**src/rtl/fetch_unit.sv**
```systemverilog
// fetch_unit: sequential instruction fetch with a small in-order buffer.
//
// The unit issues word-aligned read requests starting at RESET_PC. It only
// requests when a buffer slot is guaranteed for the response. Returned words
// are queued together with their PC and handed to the decode stage from the
// buffer head. A redirect flushes the buffer, restarts fetch at the new PC
// and drops every response that is still in flight.
//
// Parameters:
//   RESET_PC  first fetch address after reset
//   DEPTH     buffer entries (power of two, 2..16)
//
// Ports:
//   clk, reset                  clock, asynchronous active-low reset
//   redirect_valid/redirect_pc  fetch redirect and its target
//   mem_req_valid/addr/ready    instruction memory request handshake
//   mem_rsp_valid/data          in-order read data, latency >= 1 cycle
//   instr_valid/instr/instr_pc  buffer head presented to decode
//   instr_ready                 decode consumes the head this cycle
//   stall_cycles                only when FETCH_STALL_CNT_EN is defined:
//                               cycles where decode was ready but starved
module fetch_unit #(
  parameter logic [31:0] RESET_PC = 32'h0000_0000,
  parameter int          DEPTH    = 4
) (
  input  logic        clk,
  input  logic        reset,
  input  logic        redirect_valid,
  input  logic [31:0] redirect_pc,
  output logic        mem_req_valid,
  output logic [31:0] mem_req_addr,
  input  logic        mem_req_ready,
  input  logic        mem_rsp_valid,
  input  logic [31:0] mem_rsp_data,
  output logic        instr_valid,
  output logic [31:0] instr,
  output logic [31:0] instr_pc,
  input  logic        instr_ready
`ifdef FETCH_STALL_CNT_EN
  ,
  output logic [31:0] stall_cycles
`endif
);

  localparam int PW = $clog2(DEPTH);        // pointer width
  localparam int CW = $clog2(DEPTH + 1);    // counter width, holds 0..DEPTH
  localparam logic [CW:0] DEPTH_W = (CW + 1)'(DEPTH);

  logic [31:0]   fetch_pc;   // address of the next request
  logic [31:0]   rsp_pc;     // PC of the next response that will be kept
  logic          run;        // low until the first edge after reset release
  logic [CW-1:0] out_cnt;    // requests transferred but not yet answered
  logic [CW-1:0] occ;        // valid buffer entries
  logic [CW-1:0] disc;       // in-flight responses still to be dropped
  logic [PW-1:0] wr_ptr;
  logic [PW-1:0] rd_ptr;

  logic [31:0]   fifo_data [DEPTH];
  logic [31:0]   fifo_pc   [DEPTH];

  logic          xfer;
  logic          rsp_fire;
  logic          drop;
  logic          push;
  logic          pop;
  logic [CW:0]   inflight;
  logic [CW-1:0] out_nxt;

  // Counting outstanding requests against the buffer keeps a free slot for
  // every response, so the memory side never needs back-pressure.
  assign inflight      = {1'b0, out_cnt} + {1'b0, occ};
  assign mem_req_valid = run && (inflight < DEPTH_W);
  assign mem_req_addr  = fetch_pc;

  // A response with nothing outstanding is a protocol error and is ignored.
  assign xfer     = mem_req_valid && mem_req_ready;
  assign rsp_fire = mem_rsp_valid && (out_cnt != '0);
  assign drop     = rsp_fire && (redirect_valid || (disc != '0));
  assign push     = rsp_fire && !drop;
  assign pop      = instr_valid && instr_ready && !redirect_valid;
  assign out_nxt  = out_cnt + CW'(xfer) - CW'(rsp_fire);

  // Head comes straight from buffer registers; zero whenever empty.
  assign instr_valid = (occ != '0);
  assign instr       = instr_valid ? fifo_data[rd_ptr] : '0;
  assign instr_pc    = instr_valid ? fifo_pc[rd_ptr]   : '0;

  // NOTE: state registers use non-blocking assignments so every flop samples
  // the pre-edge values of the others, independent of statement order.
  always_ff @(posedge clk or negedge reset) begin
    if (!reset) begin
      fetch_pc <= RESET_PC;
      rsp_pc   <= RESET_PC;
      run      <= 1'b0;
      out_cnt  <= '0;
      occ      <= '0;
      disc     <= '0;
      wr_ptr   <= '0;
      rd_ptr   <= '0;
    end else begin
      run     <= 1'b1;
      out_cnt <= out_nxt;
      if (redirect_valid) begin
        // Everything still in flight, including a request transferring in
        // this same cycle, belongs to the old path and must be discarded.
        fetch_pc <= redirect_pc;
        rsp_pc   <= redirect_pc;
        disc     <= out_nxt;
        occ      <= '0;
        wr_ptr   <= '0;
        rd_ptr   <= '0;
      end else begin
        if (xfer) fetch_pc <= fetch_pc + 32'd4;
        if (drop) disc <= disc - CW'(1);
        if (push) begin
          wr_ptr <= wr_ptr + PW'(1);
          rsp_pc <= rsp_pc + 32'd4;
        end
        if (pop) rd_ptr <= rd_ptr + PW'(1);
        occ <= occ + CW'(push) - CW'(pop);
      end
    end
  end

  // NOTE: buffer storage has no reset; entries are only visible through
  // instr_valid, which comes from the reset occupancy count.
  always_ff @(posedge clk) begin
    if (push) begin
      fifo_data[wr_ptr] <= mem_rsp_data;
      fifo_pc[wr_ptr]   <= rsp_pc;
    end
  end

`ifdef FETCH_STALL_CNT_EN
  always_ff @(posedge clk or negedge reset) begin
    if (!reset) begin
      stall_cycles <= '0;
    end else if (instr_ready && !instr_valid) begin
      stall_cycles <= stall_cycles + 32'd1;
    end
  end
`endif

endmodule
```
**config.mk**
```make
export PLATFORM = sky130hd
export DESIGN_NAME = fetch_unit
export DESIGN_NICKNAME = d
export VERILOG_FILES = /design/src/rtl/fetch_unit.sv
export SDC_FILE = /design/constraint.sdc
export NUM_CORES = 1
export LEC_CHECK = 0
export ABC_AREA = 1
export CORE_MARGIN = 1
export CORE_UTILIZATION = 45
export CTS_BUF_LIST = sky130_fd_sc_hd__clkbuf_2
export DETAILED_ROUTE_END_ITERATION = 16
export PLACE_DENSITY = 0.74
export SYNTH_ARGS = -nofsm -noshare
export SYNTH_HDL_FRONTEND = slang
export SYNTH_SLANG_ARGS = --single-unit
```
**constraint.sdc**
```tcl
create_clock -name clk -period 4.9 [get_ports clk]
set_clock_uncertainty 0.15 [all_clocks]
set_input_delay 0.49 -clock clk [delete_from_list [all_inputs] [get_ports clk]]
set_output_delay 0.49 -clock clk [all_outputs]
set_load 0.02 [all_outputs]
```
After elaboration in Yosys (flattened, before gate mapping)
Memories as Yosys holds them, arrays and structs flattened.
Cells that the tools add are included.
Widths: inputs -> output; s select.
{ "word_totals": {"regBits": 78, "mem_bits_rw": 256, "in_bits": 70, "out_inout_bits": 98, "word_cells": 53, "mem_count": 2} }
{ "memory_table": {"columns": ["name", "words", "word_bits", "rd", "rd_clocked_by_memory_dff", "wr", "line_no", "text"], "rows": [
  ["fifo_data", 4, 32, 1, 0, 1, "58", "logic [31:0] fifo_data [DEPTH];"],
  ["fifo_pc", 4, 32, 1, 0, 1, "59", "logic [31:0] fifo_pc [DEPTH];"]
]} }
{ "op_classes": {"addsub": 10, "magnitude_cmp": 1, "mux": 15, "reduce_logical": 17} }
{ "op_table": {"columns": ["op", "count"], "rows": [
  ["$mux 32", 6],
  ["$add 32x3->32 const B", 2],
  ["$mux 3", 3],
  ["$reduce_bool 3->1", 3],
  ["$mux 2", 4],
  ["$reduce_bool 2->1", 4],
  ["$logic_and 1x1->1", 7],
  ["$add 3x1->3", 2],
  ["$sub 3x1->3", 2],
  ["$add 2x1->2 const B", 2],
  ["$add 3x3->4", 1],
  ["$lt 4x3->1 const B", 1],
  ["$sub 3x1->3 const B", 1],
  ["$logic_not 1->1", 2],
  ["$mux 1", 2],
  ["$logic_or 1x1->1", 1]
]} }

Depth between registers and ports, before layout
Gate-level depths: netlist (run 1).
{ "depth": {"ltp_word": 8, "mapped_depth": 13, "depth_no_buf": 12} }

Least setup slack after synthesis (run 1)
No wires, ideal clock.
{ "synth_path": {"path_type": "input to register", "startpoint": "input redirect_valid", "endpoint": "memory fifo_data[0][0], enable pin", "setup_time_ps": 487, "arrival_ps": 3766, "required_ps": 4263, "slack_ps": 498, "path_stages": 5, "path_buffers": 2, "cell_sequence": "buf_2 nor2_1 nand2_2 clkbuf_1 nor2_1"} }
{ "synth_via": {"elab_chain_cells": 6} }
{ "synth_rtl": {"columns": ["element", "line_no", "text"], "rows": [
  ["start: declaration", "28", "input logic redirect_valid,"],
  ["$logic_or 1x1->1", "78", "assign drop = rsp_fire && (redirect_valid || (disc != '0));"],
  ["$logic_and 1x1->1", "78", null],
  ["$logic_not 1->1", "79", "assign push = rsp_fire && !drop;"],
  ["$logic_and 1x1->1", "79", null],
  ["$mux 1", "128", "if (push) begin"],
  ["$mux 1 (implied by the code)", "129", "fifo_data[wr_ptr] <= mem_rsp_data;"],
  ["end: declaration", "58", null]
]} }
No other way between the ends.

Worst setup path in the final report (run 1)
{ "layout_path": {"startpoint": "register rd_ptr[0]", "endpoint": "output instr_pc[16]"} }
{ "layout_via": {"elab_chain_cells": 2} }
{ "layout_rtl": {"columns": ["element", "line_no", "text"], "rows": [
  ["start: declaration", "56", "logic [PW-1:0] rd_ptr;"],
  ["start signal: assignment", "119", "if (pop) rd_ptr <= rd_ptr + PW'(1);"],
  ["$mem_v2 4x32", null, null],
  ["$mux 32", "86", "assign instr_pc = instr_valid ? fifo_pc[rd_ptr] : '0;"],
  ["end: declaration", "37", "output logic [31:0] instr_pc,"]
]} }
No other way between the ends.

==> results of run 1 <==
layout by cell type, fill, tap and decap left out, types with 14 or more instances in the layout:
cell type	Yosys	final
a21oi_1	73	73
clkbuf_2	0	127
clkdlybuf4s50_1	0	166
clkinv_1	0	17
dfrtp_1	78	76
edfxtp_1	256	256
ha_1	14	14
inv_1	95	94
nand2_1	300	300
nand3_1	63	63
nor2_1	339	334
nor2_2	17	17
o211ai_1	17	17
o21ai_0	148	148
xor2_1	16	16
cell usage after synthesis, drive strengths merged:
library cell / count / area share, %
a21o: 1 / 0.049
nor2: 362 / 9.5
nand3b: 10 / 0.49
or2: 2 / 0.082
conb: 1 / 0.025
nand4: 8 / 0.43
o21ai: 153 / 5.0
nand3: 63 / 2.1
dfrtp: 78 / 13
nand2: 313 / 8.0
ha: 14 / 1.2
xor2: 16 / 0.92
o21bai: 1 / 0.049
clkbuf: 17 / 0.42
inv: 100 / 2.5
nor3: 3 / 0.099
xnor2: 5 / 0.29
edfxtp: 256 / 51
a21oi: 73 / 2.4
fa: 2 / 0.26
o211ai: 17 / 0.84
buf: 49 / 1.7
a31oi: 2 / 0.082
and3: 1 / 0.041
power groups by stage:
stage	clock network [W]	logic [W]	registers, W
2_1_floorplan	0	0.00173	0.00359
3_5_place_dp	0	0.00295	0.00365
6_report	0.00193	0.00294	0.00360
5_1_grt	0.00212	0.00320	0.00364
3_3_place_gp	0	0.00289	0.00364
4_1_cts	0.00198	0.00296	0.00360
final timing paths:
path	from	cells after the start	slack [ns]	endpoint
worst max-delay path	rd_ptr[0]$_DFFE_PN0P_	6	0.52	instr_pc[16]
worst min-delay path	redirect_pc[8]	3	0.08	mem_req_addr[8]$_DFFE_PN0N_
worst max register to register	occ[1]$_DFF_PN0_	13	1.65	occ[2]$_DFF_PN0_
worst min register to register	mem_req_addr[1]$_DFFE_PN0P_	2	0.34	mem_req_addr[1]$_DFFE_PN0P_
max in group asynchronous	reset	2	3.61	rd_ptr[0]$_DFFE_PN0P_
min in group asynchronous	reset	2	0.17	mem_req_addr[20]$_DFFE_PN0N_
per-layer routing:
layer  vias to the layer above  track usage, %  part of all wire (%)
met2                       523            35.9                    47
met1                      5487            29.8                    43
li1                       5640               -                     -
met4                         0            7.57                   1.7
met5                         -               0                     0
met3                        60            4.34                   8.4
metrics by stage:
stage	cell area (µm²)	util, %
6_report	18100	55.1
5_1_grt	18100	55.1
4_1_cts	18100	55.0
3_5_place_dp	17300	52.5
3_3_place_gp	17300	52.5
2_1_floorplan	15200	-
worst max-delay path, cell delays in order (launching register included):
cell             delay [ns]
dfrtp_4                0.83
buf_4                  0.76
nor2_1                 0.12
nor2_1                 0.13
o21ai_0                0.12
a21oi_1                0.26
clkdlybuf4s50_1        0.66
registers in the layout (all words and copies together), names as in the netlist:
register,flops
disc,3
fifo_pc,128
out_cnt,3
run,1
wr_ptr,2
mem_req_addr,32
fifo_data,128
rd_ptr,2
occ,3
rsp_pc,32
kinds of logic (layout without fill, tap and decap cells):
kind of cell               after synthesis  after routing  synth area share [%]
and+or+nand+nor                        762            762                  20.8
xor gates and xnor gates                21             21                  1.21
buffers and inverters                  166            436                  4.57
adders and majority gates               16             16                  1.42
DFF                                    334            334                  63.5
AOI/OAI and AO/OA                      247            247                  8.48
other                                    1              3                0.0247
area by class of cell:
| type | count | area share (%) |
|---|---|---|
| diodes | 2 | 0.0277 |
| clock buffers | 127 | 3.51 |
| clock inverters | 25 | 0.954 |
| inverters | 100 | 2.07 |
| well taps | 442 | 3.06 |
| flip-flops and latches | 334 | 53.3 |
| multi-input cells | 1047 | 27.0 |
| repair buffers | 184 | 10.1 |
==> flow_summary_export.csv, run 1 <==
group,metric,value,unit
status,status,"complete, no violations",
timing,slew_violations,0,
timing,fin_setup_tns,0,ns
synth,synth_area_per_cell,9.81,µm²
timing,setup_violations,0,
pwr,p_sw,0.00322,W
timing,relSlewSlack,30.4,%
timing,rsz0062_at_grt,"false",
final_layout,drive_above_1_share,11.1,%
drt,vias,11710,
global_route,antenna_found_initial,1,
synth,synth_cell_types,33,
hold_path,holdCritPathClass,"primary input to flop",
timing,setup_ws,0.518,ns
global_route,grt_pass1_wl,58.8,mm
cts,postCtsResizedCells,0,
pwr,powerDensity,468,mW/mm²
pwr,p_leak,7.01,nW
drt,remaining_drc_errors,0,
place,dp_slack,1.39,ns
cts,cts_hold_buf,3,
pwr,vdd_ir_drop_max,0.209,mV
cts,cts_tree,"yes",
place,post-place-cells,2104,
cts,clk_latency,0.90,ns
timing,whs,0.0793,ns
synth,synth_warnings,0,
cts,cts_buffers,84,
timing,min_period,4.38,ns
floorplanning,rows,66,
floorplanning,dieArea,0.0345,mm²
timing,tightest_slew,1.04,ns
setup_path,critical_path_class,"flop to output pin",
drt,dr.pass1.iters,7,
final_layout,syn_to_final_growth,19.2,%
cts,root_buffer,"clkbuf_2",
global_route,grt_max_degree,88,
drt,wl_per_cell,16.7,µm
job,maxCapViolCount,0,
final_layout,fill_cells,2844,
floorplanning,die_y,186,µm
final_layout,final-seq-area,0.00964,mm²
setup_path,worst_ep_arrival_time,3.74,ns
pwr,finalPower,0.00846,W
cts,cts.sinks,334,
global_route,grt_use_total,22.1,%
pwr,p_int,0.00525,W
place,io_buffers,167,
pwr,power_frac_seq,42.5,%
place,hpwl,23.6,mm
final_layout,fin_cells,2261,
final_layout,final_nets,1837,
drt,drt_iter0_drc,959,
pwr,comb_power_share,34.7,%
floorplanning,fp.dieW,186,µm
pwr,switching_share,38.0,%
cts,cts_max_path_buffers,3,
global_route,first_global_vias,11332,
synth,ys_seq_area_share,63.5,%
floorplanning,start_util,46.2,%
setup_path,cp-start-kind,"flop",
cts,cts_setup_buffers,0,
cts,path_clk_slew,0.09,ns
synth,syn_inst,1547,
synth,synth_nets,1633,
synth,ys_seq_elements,334,
drt,routed_wl,37.7,mm
timing,timing.final.crit_share,89.4,%
synth,syn_area,0.0152,mm²
timing,timing.final.hold_violations,0,
floorplanning,num_io_pins,168,
place,place.gp.congestion,0.917,
floorplanning,design.core.area,0.0329,mm²
setup_path,cp_max_fo,78,
final_layout,multi_input_area,0.00488,mm²
timing,fmax,0.228,GHz
setup_path,critPathCaptureType,"output pin",
drt,viasPerCell,5.18,
setup_path,cp.required,4.26,ns
drt,drtAntennaViolNets,0,
cts,htree_levels,3,
pwr,clockPowerShare,22.8,%
global_route,gr-total-overflow,0,
No activity file was read; power rests on OpenSTA's default activity.
==> run 2: changes to the inputs <==
CORE_MARGIN = 4   (was 1)
GPL_TIMING_DRIVEN = 0   (was unset)
clock period = 4.8 ns   (was 4.9 ns; I/O delays follow)
==> run 2 against run 1 <==
  * Die area is 6.6% higher
  * First-iteration DRC count is 2.5% lower
  * Register-to-register slack worse by 0.04 ns
  * Clock power hardly changed
  * Non-clock buffer count is 70 higher
  * Final area is 2.6% higher
  * Total power is 4.4% higher
  * Largest cell class unchanged
  * Largest power group unchanged
==> flow_summary_export.csv, run 2 (synthesized netlist as in run 1, its figures left out) <==
group,metric,value,unit
final_layout,mostFrequentLayoutCell,"nor2_1",
drt,remaining_drc_errors,0,
final_layout,final_area,0.0186,mm²
hold_path,holdPathEnd,"fifo_data[3][0]$_DFFE_PP_",
drt,dr.pass1.iters,6,
drt,wl_per_cell,17.2,µm
global_route,antenna_found_initial,1,
timing,rsz0062_at_grt,"false",
global_route,first_global_vias,12053,
job,maxCapViolCount,0,
timing,setup_violations,0,
final_layout,multi_input_area,0.00487,mm²
final_layout,syn_to_final_growth,22.3,%
pwr,vdd_ir_drop_max,0.210,mV
setup_path,worst_ep_arrival_time,3.50,ns
timing,timing.final.crit_share,86.0,%
pwr,finalPower,0.00883,W
place,dp_slack,1.49,ns
timing,tightest_slew,0.874,ns
cts,cts.sinks,334,
timing,setup_ws,0.674,ns
floorplanning,rows,66,
cts,htree_levels,3,
timing,timing.final.hold_violations,0,
cts,cts_tree,"yes",
place,place.gp.congestion,0.984,
timing,slew_violations,0,
place,io_buffers,166,
cts,cts_buffers,84,
drt,drt_iter0_drc,935,
final_layout,reg_top3,"fifo_data: 128 flops, fifo_pc: 128 flops",
timing,relSlewSlack,41.6,%
floorplanning,die_y,192,µm
setup_path,worstReg2RegStart,"occ[1]$_DFF_PN0_",
setup_path,r2r_setup_slack,1.61,ns
drt,routed_wl,40.1,mm
pwr,p_leak,7.26,nW
hold_path,min_from,"mem_rsp_data[0]",
global_route,grt_pass1_wl,63.2,mm
final_layout,final_nets,1907,
place,post_dp_cell_area,0.0176,mm²
drt,drtAntennaViolNets,0,
timing,min_period,4.13,ns
final_layout,drive_above_1_share,12.1,%
setup_path,timing.rr.end,"occ[2]$_DFF_PN0_",
status,status,"complete, no violations",
cts,clk_latency,0.89,ns
setup_path,cp.required,4.17,ns
setup_path,cp-start-kind,"flop",
hold_path,hold_path_depth,1,
cts,root_buffer,"clkbuf_2",
hold_path,holdCritPathClass,"primary input to flop",
setup_path,critPathLaunch,"occ[1]$_DFF_PN0_",
global_route,grt_use_total,21.8,%
final_layout,final_cell_mix,"nor2_1, nand2_1, edfxtp_1",
cts,path_clk_slew,0.11,ns
global_route,grt_max_degree,53,
final_layout,fill_cells,2846,
drt,vias,12059,
final_layout,final-seq-area,0.00964,mm²
place,hpwl,27.5,mm
pwr,powerDensity,476,mW/mm²
drt,viasPerCell,5.18,
setup_path,critPathCaptureType,"output pin",
setup_path,cp_max_fo,10,
setup_path,r2r.worst_path.cells,12,
cts,cts_max_path_buffers,3,
floorplanning,dieArea,0.0367,mm²
floorplanning,start_util,46.2,%
floorplanning,design.core.area,0.0329,mm²
final_layout,fin_util,56.5,%
timing,fmax,0.242,GHz
cts,cts_setup_buffers,0,
global_route,gr-total-overflow,0,
floorplanning,num_io_pins,168,
setup_path,critical_path_class,"flop to output pin",
floorplanning,fp.dieW,192,µm
run 2: changes by cell type in the layout (fill, tap and decap cells not counted), sizes merged:
cell           before  now
dlygate4sd3         3   12
inv               104  103
clkdlybuf4s50     166  165
clkinv             19   25
clkbuf            127  138
buf                15   60
diode               2    1
run 2: worst max-delay path by stage:
| stage | slack, ns | end |
|---|---|---|
| after floorplan | 0.41 | fifo_data[0][0]$_DFFE_PP_ |
| after global placement | -1.98 | fifo_data[1][8]$_DFFE_PP_ |
| after detailed placement | 1.49 | occ[2]$_DFF_PN0_ |
| after CTS | 0.59 | instr_pc[18] |
| after global routing | 0.52 | instr_pc[15] |
| final | 0.67 | instr_pc[15] |
run 2: through the flow:
step | hold WS (ns) | setup TNS (ns) | std cells
detailed placement | 0.287 | 0 | 2164
global route | 0.00232 | 0 | 2329
CTS | 0.000670 | 0 | 2325
global placement | 0.312 | -482.61 | 2155
finish | 0.0628 | 0 | 2329
floorplan | 0.0344 | 0 | 1547
run 2: layout make-up:
cell class / count / share of cell area (%)
Sequential cell: 334 / 51.9
Multi-Input combinational cell: 1047 / 26.3
Timing Repair Buffer: 188 / 10.8
Clock buffer: 121 / 3.26
Tap cell: 442 / 2.98
Inverter: 100 / 2.02
Buffer: 66 / 1.71
Clock inverter: 30 / 1.02
Antenna cell: 1 / 0.0135
run 2: power breakdown:
part	switching (W)	internal, W
Combinational	0.00200	0.00127
Sequential	0.000255	0.00336
Clock	0.00115	0.000798
run 2: repair_timing:
item,in CTS,in global routing
hold endpoints to repair,96,7
hold buffers,10,3
gates resized for setup,0,0
run 2: per-layer routing:
layer | vias up | wire length [µm] | track usage, %
li1 | 5772 | - | -
met3 | 72 | 3500 | 4.93
met4 | 0 | 760 | 6.55
met1 | 5667 | 17000 | 29.4
met2 | 548 | 18900 | 35.6
met5 | - | 0 | 0
run 2: worst max-delay path: stages (launching register included):
cell and delay (ns):
dfrtp_1 0.44, or2_2 0.33, nor2_1 0.60, buf_4 0.33
buf_4 0.22, a21oi_1 0.08, clkdlybuf4s50_1 0.61
